--- src/rtl/symbol_gen.sv ---
// symbol_gen: shows NUM_SYMBOLS LFSR-picked symbols on a 7-seg digit per round, counting magic (idx 0) symbols.
// Optional SYM_NO_REPEAT_EN: bumps idx by one when it would repeat the previous symbol.
module symbol_gen #(
  parameter int          NUM_SYMBOLS = 16,
  parameter logic [15:0] SEED        = 16'hACE1
) (
  input  logic        Clk100M,
  input  logic        reset,
  input  logic        start,
  input  logic [31:0] symGenMax,
  output logic [7:0]  symSeg,
  output logic        symValid,
  output logic [7:0]  magicSymbolCount,
  output logic        busy,
  output logic        done
);

  typedef enum logic [1:0] {S_IDLE, S_SHOW, S_GAP, S_DONE} state_t;

  localparam logic [15:0] SEED_EFF = (SEED == 16'h0000) ? 16'hACE1 : SEED;

  state_t      r_state, w_next;
  logic [15:0] r_lfsr, w_lfsr_nxt;
  logic [2:0]  r_idx, w_idx;
  logic [31:0] r_m, r_ph, w_g;
  logic [7:0]  r_cnt, r_sym, w_cnt_base, w_sym_base;
  logic        w_enter, w_show_end, w_gap_end, w_last;
`ifdef SYM_NO_REPEAT_EN
  logic [2:0]  w_prev;
`endif

  function automatic logic [7:0] seg_lut(input logic [2:0] idx);
    case (idx)
      3'd0:    seg_lut = 8'h9C;
      3'd1:    seg_lut = 8'hF7;
      3'd2:    seg_lut = 8'hBF;
      3'd3:    seg_lut = 8'hFE;
      3'd4:    seg_lut = 8'hF9;
      3'd5:    seg_lut = 8'hCF;
      3'd6:    seg_lut = 8'hB6;
      default: seg_lut = 8'hC0;
    endcase
  endfunction

  always_comb begin
    w_g        = r_m >> 1;
    w_lfsr_nxt = {r_lfsr[14:0], r_lfsr[15] ^ r_lfsr[13] ^ r_lfsr[12] ^ r_lfsr[10]};
`ifdef SYM_NO_REPEAT_EN
    // r_idx still holds the previous symbol; a fresh round compares against 7
    w_prev = (r_state == S_IDLE) ? 3'd7 : r_idx;
    w_idx  = (w_lfsr_nxt[2:0] == w_prev) ? w_lfsr_nxt[2:0] + 3'd1 : w_lfsr_nxt[2:0];
`else
    w_idx  = w_lfsr_nxt[2:0];
`endif
    w_show_end = (r_ph == r_m - 32'd1);
    w_gap_end  = (r_ph == w_g - 32'd1);
    w_last     = (r_sym == 8'(NUM_SYMBOLS));
    w_cnt_base = (r_state == S_IDLE) ? 8'd0 : r_cnt;
    w_sym_base = (r_state == S_IDLE) ? 8'd0 : r_sym;

    w_next  = r_state;
    w_enter = 1'b0;
    case (r_state)
      S_IDLE: begin
        if (start) begin
          w_next  = S_SHOW;
          w_enter = 1'b1;
        end
      end
      S_SHOW: begin
        if (w_show_end) begin
          if (w_g != 32'd0) begin
            w_next = S_GAP;
          end else if (w_last) begin
            w_next = S_DONE;
          end else begin
            w_enter = 1'b1;
          end
        end
      end
      S_GAP: begin
        if (w_gap_end) begin
          if (w_last) begin
            w_next = S_DONE;
          end else begin
            w_next  = S_SHOW;
            w_enter = 1'b1;
          end
        end
      end
      default: w_next = S_IDLE;
    endcase

    symSeg           = (r_state == S_SHOW) ? seg_lut(r_idx) : 8'hFF;
    symValid         = (r_state == S_SHOW) && (r_ph == 32'd0);
    busy             = (r_state == S_SHOW) || (r_state == S_GAP);
    done             = (r_state == S_DONE);
    magicSymbolCount = r_cnt;
  end

  always_ff @(posedge Clk100M) begin
    if (reset) begin
      r_state <= S_IDLE;
      r_lfsr  <= SEED_EFF;
      r_idx   <= 3'd0;
      r_m     <= 32'd1;
      r_ph    <= 32'd0;
      r_cnt   <= 8'd0;
      r_sym   <= 8'd0;
    end else begin
      r_state <= w_next;
      // phase counter restarts on every SHOW entry, including SHOW->SHOW when there is no gap
      if (w_enter || (w_next != r_state) || (r_state == S_IDLE))
        r_ph <= 32'd0;
      else
        r_ph <= r_ph + 32'd1;
      if (r_state == S_IDLE && start)
        r_m <= (symGenMax == 32'd0) ? 32'd1 : symGenMax;
      if (w_enter) begin
        r_lfsr <= w_lfsr_nxt;
        r_idx  <= w_idx;
        r_sym  <= w_sym_base + 8'd1;
        r_cnt  <= w_cnt_base + {7'd0, (w_idx == 3'd0) && (w_cnt_base != 8'hFF)};
      end
    end
  end

endmodule

--- config.mk ---
export PLATFORM = sky130hd
export DESIGN_NAME = symbol_gen
export DESIGN_NICKNAME = d
export VERILOG_FILES = /design/src/rtl/symbol_gen.sv
export SDC_FILE = /design/constraint.sdc
export NUM_CORES = 1
export LEC_CHECK = 0
export CAP_MARGIN = 10
export CORE_MARGIN = 2
export CORE_UTILIZATION = 30
export CTS_CLUSTER_DIAMETER = 120
export DETAILED_ROUTE_END_ITERATION = 8
export SLEW_MARGIN = 0
export SYNTH_ARGS = -nofsm -noshare
export SYNTH_HDL_FRONTEND = slang
export SYNTH_SLANG_ARGS = --single-unit
--- constraint.sdc ---
create_clock -name Clk100M -period 4.7 [get_ports Clk100M]
set_clock_uncertainty 0.15 [all_clocks]
set_input_delay 0.94 -clock Clk100M [delete_from_list [all_inputs] [get_ports Clk100M]]
set_output_delay 0.94 -clock Clk100M [all_outputs]
set_load 0.01 [all_outputs]
==> reports/metrics.csv <==
stage,metric,value,unit
setup_path,RR Endpoint,r_lfsr[14]$_SDFFE_PP0P_,
drt,1st-iter DRT viols,528,
setup_path,worst path buffer plus inverter count,2,
placed_design,Routability Congestion,0.942,
drt,Routed wire per std cell,16.8,µm
clocking,Post-CTS Setup Inserts,0,
timing,fin worst setup slack,0.406,ns
layout,cell area after layout,8340,µm²
synth,dominant synthesized flop cell,dfxtp_1,
synth,"EDFF count, synth",0,
timing,Fmax,233,MHz
synth,Synth area leaders,"dfxtp_1 27%, xnor2_1 8.3%, nand2_1 6.9%",
clocking,CTS tree,yes,
drt,final WL,21.3,mm
setup_path,crit path to,r_lfsr[14]$_SDFFE_PP0P_,
flow_run,max_cap viols,0,
timing,Final Hold Fails,0,
synth,asr flop ratio synth,0,
worst_hold_path,HP Class,flop to flop,
setup_path,Critical Path End Type,flop,
timing,period utilization,0.914,
layout,Synth-to-Final Area Change,13.3,%
layout,layout cells sized above 1,0.102,
setup_path,Setup crit start,r_m[1]$_SDFFE_PP0P_,
setup_path,Critical Path AT,4.43,ns
placed_design,DP Wirelength,16.2,mm
clocking,Root Buffer,clkbuf_16,
synth,share of the synthesized area in the top cell type,0.269,
setup_path,CP Cell Sequence,"inv_1, ha_1, or3b_2, nor2_1, a21oi_1, a41o_1, a2111oi_0, nand4_1, o22a_2, a21oi_4, buf_12, mux2i_1",
synth,top-count cell post-synth,nand2_1,
drt,drt pass-1 iters,5,
timing,final setup TNS,0,ns
timing,minimum clock period,4.29,ns
setup_path,RR Startpoint,r_m[1]$_SDFFE_PP0P_,
layout,post-layout util,0.345,
floorplan,I/O Pins,54,
drt,DR vias,6728,
layout,register area,1980,µm²
timing,unrepaired setup endpoints after global routing,false,
layout,Layout Nets,987,
setup_path,Reg2Reg Setup Slack,0.41,ns
setup_path,Critical Path Stages,12,
clocking,cts hold-fix bufs,0,
clocking,clock sink count,99,
synth,register area share after synthesis,0.269,
clocking,clk slew on worst S/H paths,0.08,ns
setup_path,"slowest stage delay, CP",0.51,ns
setup_path,cell family with most CP delay,compound AO/OA/AOI/OAI gates,
floorplan,Initial Util,0.305,
drt,ANT nets after route,0,
layout,Antenna diodes,0,
pwr,peak supply drop,0.000190,V
floorplan,Die Span Y,161,µm
setup_path,slowest CP cell,a2111oi_0,
timing,Fin Hold WS,0.308,ns
clocking,Clock Latency Late Sink,0.36,ns
placed_design,port bufs,52,
grt,first-pass GRT wire length,34.2,mm
grt,initial antenna violation count,0,
timing,Least-Margin Pin Slew,0.799,ns
synth,Mapped Cells,944,
setup_path,Critical Path RT,4.83,ns
synth,Netlist cell types,77,
grt,gr ovfl total,0,
setup_path,reg2reg path depth,12,
clocking,H-tree Lvls,3,
synth,post-synthesis register bit count,99,
placed_design,pre-CTS WS,0.424,ns
synth,biggest area consumer among synthesized cells,dfxtp_1,
timing,setup violators final,0,
pwr,Pwr Density,281,nW/µm²
placed_design,DP Area,8030,µm²
layout,Fillers,2509,
synth,Synth Net Count,992,
run_status,outcome,finished clean,
synth,Synth Cell Area,7360,µm²
timing,Slew Limit Headroom,0.467,
synth,Post-synth top cells,"136 x nand2_1, 99 x dfxtp_1, 70 x xnor2_1",
grt,pin count of the biggest net entering global routing,55,
clocking,CTS max path bufs,2,
drt,# DRC,0,
layout,area of the multi-input gates,4880,µm²
floorplan,Die Area,25800,µm²
floorplan,die width,161,µm
setup_path,crit path launch type,flop,
setup_path,"Max FO, Critical Path",54,
floorplan,core area,24200,µm²
setup_path,WS Path Type,flop to flop,
synth,syn_area_per_cell,7.80,µm²
clocking,CTS Buf Count,9,
drt,vias per cell,5.31,
grt,total track usage,0.164,
floorplan,# rows,57,
synth,Synthesis Warnings,0,
pwr,Pleak,0.00289,µW
timing,max-slew violations,0,
grt,vias in the first global route,6284,
-- where the power goes --
| part | leakage (µW) | internal (µW) | switching [µW] | total [µW] |
|---|---|---|---|---|
| Combinational | 0.00193 | 260 | 350 | 610 |
| Sequential | 0.000806 | 875 | 69.6 | 944 |
| Clock | 0.000149 | 427 | 367 | 794 |
| Total | 0.00289 | 1560 | 786 | 2350 |
-- what timing repair did --
item | 4_1_cts | 5_1_grt
endpoints found under the hold margin | 0 | 0
endpoints found under the setup margin | 0 | 6
resized for setup | 0 | 1
-- final cells by class --
type                            instances  share of cell area
Inverter                               15             0.00675
Clock inverter                          7              0.0111
Tap cell                              324              0.0486
Clock buffer                            9              0.0270
Timing Repair Buffer                   73              0.0837
Multi-Input combinational cell        741               0.585
Sequential cell                        99               0.238
-- cell usage in the layout (no fill, tap or decap), drive strengths merged, types with 15 or more instances in the layout --
cell type      instances
nor3                  59
clkdlybuf4s50         51
a21oi                 41
nor4                  39
o21ai                 26
nand3                 30
xor2                  54
nand4                 26
nand2                136
and3                  15
mux2i                 25
xnor2                 70
inv                   17
nor2                  63
buf                   22
dfxtp                 99
-- cell families after synthesis --
family / Yosys count / synth area share
adders and majority gates: 13 / 0.0221
AOI/OAI and AO/OA: 139 / 0.123
DFF: 99 / 0.269
buffers and inverters: 104 / 0.0685
and+or+nand+nor: 438 / 0.334
muxes: 26 / 0.0355
xor gates and xnor gates: 124 / 0.148
other: 1 / 0.000509
-- flip-flops by register name, indices dropped and copies added, names as in the netlist --
signal / flops
magicSymbolCount: 8
r_lfsr: 16
r_sym: 8
r_state: 2
r_m: 32
r_idx: 1
r_ph: 32
-- worst reg2reg max path, cell delays in order (launching register included) --
cell and delay, ns:
dfxtp_1 0.42, inv_1 0.21, ha_1 0.24, or3b_2 0.49, nor2_1 0.21, a21oi_1 0.10
a41o_1 0.23, a2111oi_0 0.51, nand4_1 0.38, o22a_2 0.46, a21oi_4 0.22, buf_12 0.32
mux2i_1 0.27
-- per-layer routing --
layer | wire (µm) | vias up | track usage
met5 | 0 | - | 0
met4 | 603 | 0 | 0.0610
met3 | 940 | 41 | 0.0230
met2 | 9920 | 188 | 0.274
met1 | 9820 | 3186 | 0.216
li1 | - | 3313 | -
-- how the worst min path moves through the flow --
stage | cells after the start | to | from | slack, ns
3_3_place_gp | 2 | r_lfsr[4]$_SDFFE_PP0P_ | r_lfsr[4]$_SDFFE_PP0P_ | 0.30
6_report | 2 | r_lfsr[8]$_SDFFE_PP0P_ | r_lfsr[7]$_SDFFE_PP1P_ | 0.31
5_1_grt | 2 | r_lfsr[8]$_SDFFE_PP0P_ | r_lfsr[7]$_SDFFE_PP1P_ | 0.34
3_5_place_dp | 2 | r_lfsr[4]$_SDFFE_PP0P_ | r_lfsr[4]$_SDFFE_PP0P_ | 0.30
4_1_cts | 2 | r_lfsr[8]$_SDFFE_PP0P_ | r_lfsr[7]$_SDFFE_PP1P_ | 0.31
2_1_floorplan | 2 | r_lfsr[14]$_SDFFE_PP0P_ | r_lfsr[14]$_SDFFE_PP0P_ | 0.29
-- stage by stage --
| stage | cells | power (µW) |
|---|---|---|
| 2_1_floorplan | 944 | 1390 |
| 3_5_place_dp | 1252 | 1570 |
| 3_3_place_gp | 1252 | 1560 |
| 4_1_cts | 1268 | 2360 |
| 6_report | 1268 | 2350 |
| 5_1_grt | 1268 | 2460 |
Note: power is estimated with default switching activity, not from simulation.
==> RTL change, RTL diff (config.mk and constraints unchanged) <==
Add an input register stage for `start` and `symGenMax`; this delays them by one clock.
--- a/src/rtl/symbol_gen.sv
+++ b/src/rtl/symbol_gen.sv
@@ -20,2 +20,10 @@
   localparam logic [15:0] SEED_EFF = (SEED == 16'h0000) ? 16'hACE1 : SEED;
+
+  logic start_q;
+  logic [31:0] symGenMax_q;
+
+  always_ff @(posedge Clk100M) begin
+    start_q     <= start;
+    symGenMax_q <= symGenMax;
+  end
 
@@ -64,3 +72,3 @@
       S_IDLE: begin
-        if (start) begin
+        if (start_q) begin
           w_next  = S_SHOW;
@@ -116,4 +124,4 @@
         r_ph <= r_ph + 32'd1;
-      if (r_state == S_IDLE && start)
-        r_m <= (symGenMax == 32'd0) ? 32'd1 : symGenMax;
+      if (r_state == S_IDLE && start_q)
+        r_m <= (symGenMax_q == 32'd0) ? 32'd1 : symGenMax_q;
       if (w_enter) begin
Function: changed (Yosys sat finds a counterexample within 4 cycles, from zero or initial values and one cycle with reset high).
==> RTL change against the original RTL <==
Critical path depth is the same; count of clock-buffer cells in the layout increased by 10; via count grew 9.2%; setup slack got worse by 57 ps; cell count grew 6.2%; cell area increased by 13%; maximum frequency decreased by 1.3%; sequential cell count grew 33; routed wire length increased by 9.9%; critical endpoint is now magicSymbolCount[2]$_SDFFE_PP0P_; synthesized area increased by 7.7%; total power is 46% higher.
==> RTL change: results (changes against the original RTL) <==
* Status: completed
* Startpoint of the worst hold path: symGenMax_q[20]$_DFF_P_
* GPL Wtd Cong at 0.966 (+2.5%)
* Synth Warn # at 0 (unchanged)
* H-tree depth at 4 (+1)
* First-pass GRT wire length at 37.5 mm (+9.9%)
* DRT iter0 DRCs at 619 (+17%)
* Crit Path Max Fanout at 16 (-70%)
* First-pass DRT Iterations at 6 (+1)
* WL per Instance at 17.4 um (+3.5%)
* IO buf count at 52 (unchanged)
* Worst-path clk slew at 60 ps (-20 ps)
* Post-synth cell types at 78 (+1.3%)
* Syn_area_per_cell at 8.05 um2 (+3.2%)
* CP startpoint: r_m[0]$_SDFFE_PP1P_
* FF-to-FF setup slack at 350 ps (-60 ps)
* Crit path max-delay cell type: or4b_2
* Worst Hold End: r_m[20]$_SDFFE_PP0P_
* CP peak stage delay at 720 ps (+210 ps)
* Maximum clock rate at 0.230 GHz (-1.3%)
* Crit path to: magicSymbolCount[2]$_SDFFE_PP0P_
* Buffer depth of the longest clock path at 2 (unchanged)
* Vias in the first global route at 6777 (+7.8%)
* Worst Hold Class: reg2reg
* Hold Slack at 299 ps (-8.62 ps)
* All-Layer GR Usage at 16.8% (+0.35 points)
* Post-place setup slack at 375 ps (-49.2 ps)
* Register area share after synthesis at 33.3% (+6.4 points)
* Regs by FF count: r_m (32), r_ph (32), symGenMax_q (32)
* Slew headroom at 43.2% (-3.6 points)
* Leak pwr at 3.36 nW (+16%)
* Area contributors post-synth: dfxtp_1 (33%), xnor2_1 (8.2%), nor4_1 (6.0%), nand2_1 (5.4%), xor2_1 (5.2%)
* Share of layout cells above drive strength 1 at 9.19% (-0.98 points)
* DR vias at 7350 (+9.2%)
* Maximum vdd drop at 0.247 mV (+30%)
* Total CTS buffers at 17 (+8)
* Top post-synthesis cells by count: dfxtp_1 (132), nand2_1 (114), nor4_1 (76), xnor2_1 (74), clkbuf_1 (66)
* Syn nets at 1033 (+4.1%)
* Placed wire-length estimate at 17.0 mm (+5.5%)
* Arrival time worst endpoint at 4530 ps (+100 ps)
* Antenna violations before repair at 0 (unchanged)
* Placed cell area at 8750 um2 (+9.1%)
* Skew-Pair Late Insertion Delay at 420 ps (+60 ps)
* # placed instances at 1316 (+5.1%)
* Worst hold path depth at 2 (unchanged)
* Final WL at 23.4 mm (+9.9%)
* Largest net degree at the start of global routing at 54 (-1.8%)
* Ant. Diodes at 0 (unchanged)
RTL change: cell count changes in the layout (fill, tap and decap cells not counted), sizes merged, moves of 6 or more:
cell    delta
nor4      +39
nor3      -34
dfxtp     +33
nand2     -21
mux2i     -15
buf       +12
clkbuf    +10
nand3     +10
a31oi      -7
o21ai      +7
xor2       -7
bufinv     +6
nand2b     +6
o211ai     +6
RTL change: cell families (layout without fill, tap and decap cells):
family / Yosys count / in the layout / share of synthesized area (%)
buffers and inverters: 107 / 134 / 5.71
XOR/XNOR: 121 / 121 / 13.4
flip-flops: 132 / 132 / 33.3
other: 1 / 1 / 0.0473
AND/OR/NAND/NOR: 439 / 439 / 30.0
adder cells (fa/ha/maj): 13 / 13 / 2.05
AO/OA/AOI/OAI: 161 / 161 / 14.1
multiplexers: 11 / 11 / 1.40
RTL change: metal layers:
metal,vias to the layer above,GRT usage (%),share of wire [%]
met3,44,2.66,5.5
met1,3465,22.5,46
met4,0,7.35,3.1
met5,-,0,0
met2,244,26.7,45
li1,3597,-,-
RTL change: critical path: cells and delay by family (launching register included):
family,cells,cell delay (ps)
simple gates,6,2390
fa+ha+maj,1,280
buf+inv,2,400
compound gates,3,690
flops,1,350
RTL change: cell type report:
class / count / area (um2)
Clock buffer: 19 / 443
Clock inverter: 12 / 253
Fill cell: 2705 / 16500
Inverter: 18 / 67.6
Multi-Input combinational cell: 746 / 4860
Sequential cell: 132 / 2640
Tap cell: 335 / 419
Timing Repair Buffer: 85 / 776
RTL change: power by group:
part	total [W]	switching [W]	internal, W
Sequential	0.00123	0.0000655	0.00117
Clock	0.00157	0.000508	0.00106
Combinational	0.000629	0.000369	0.000260
Total	0.00343	0.000943	0.00249
RTL change: repair_timing:
action,4_1_cts,5_1_grt
resized for setup,0,1
hold buffers,0,0
endpoints found under the setup margin,0,3
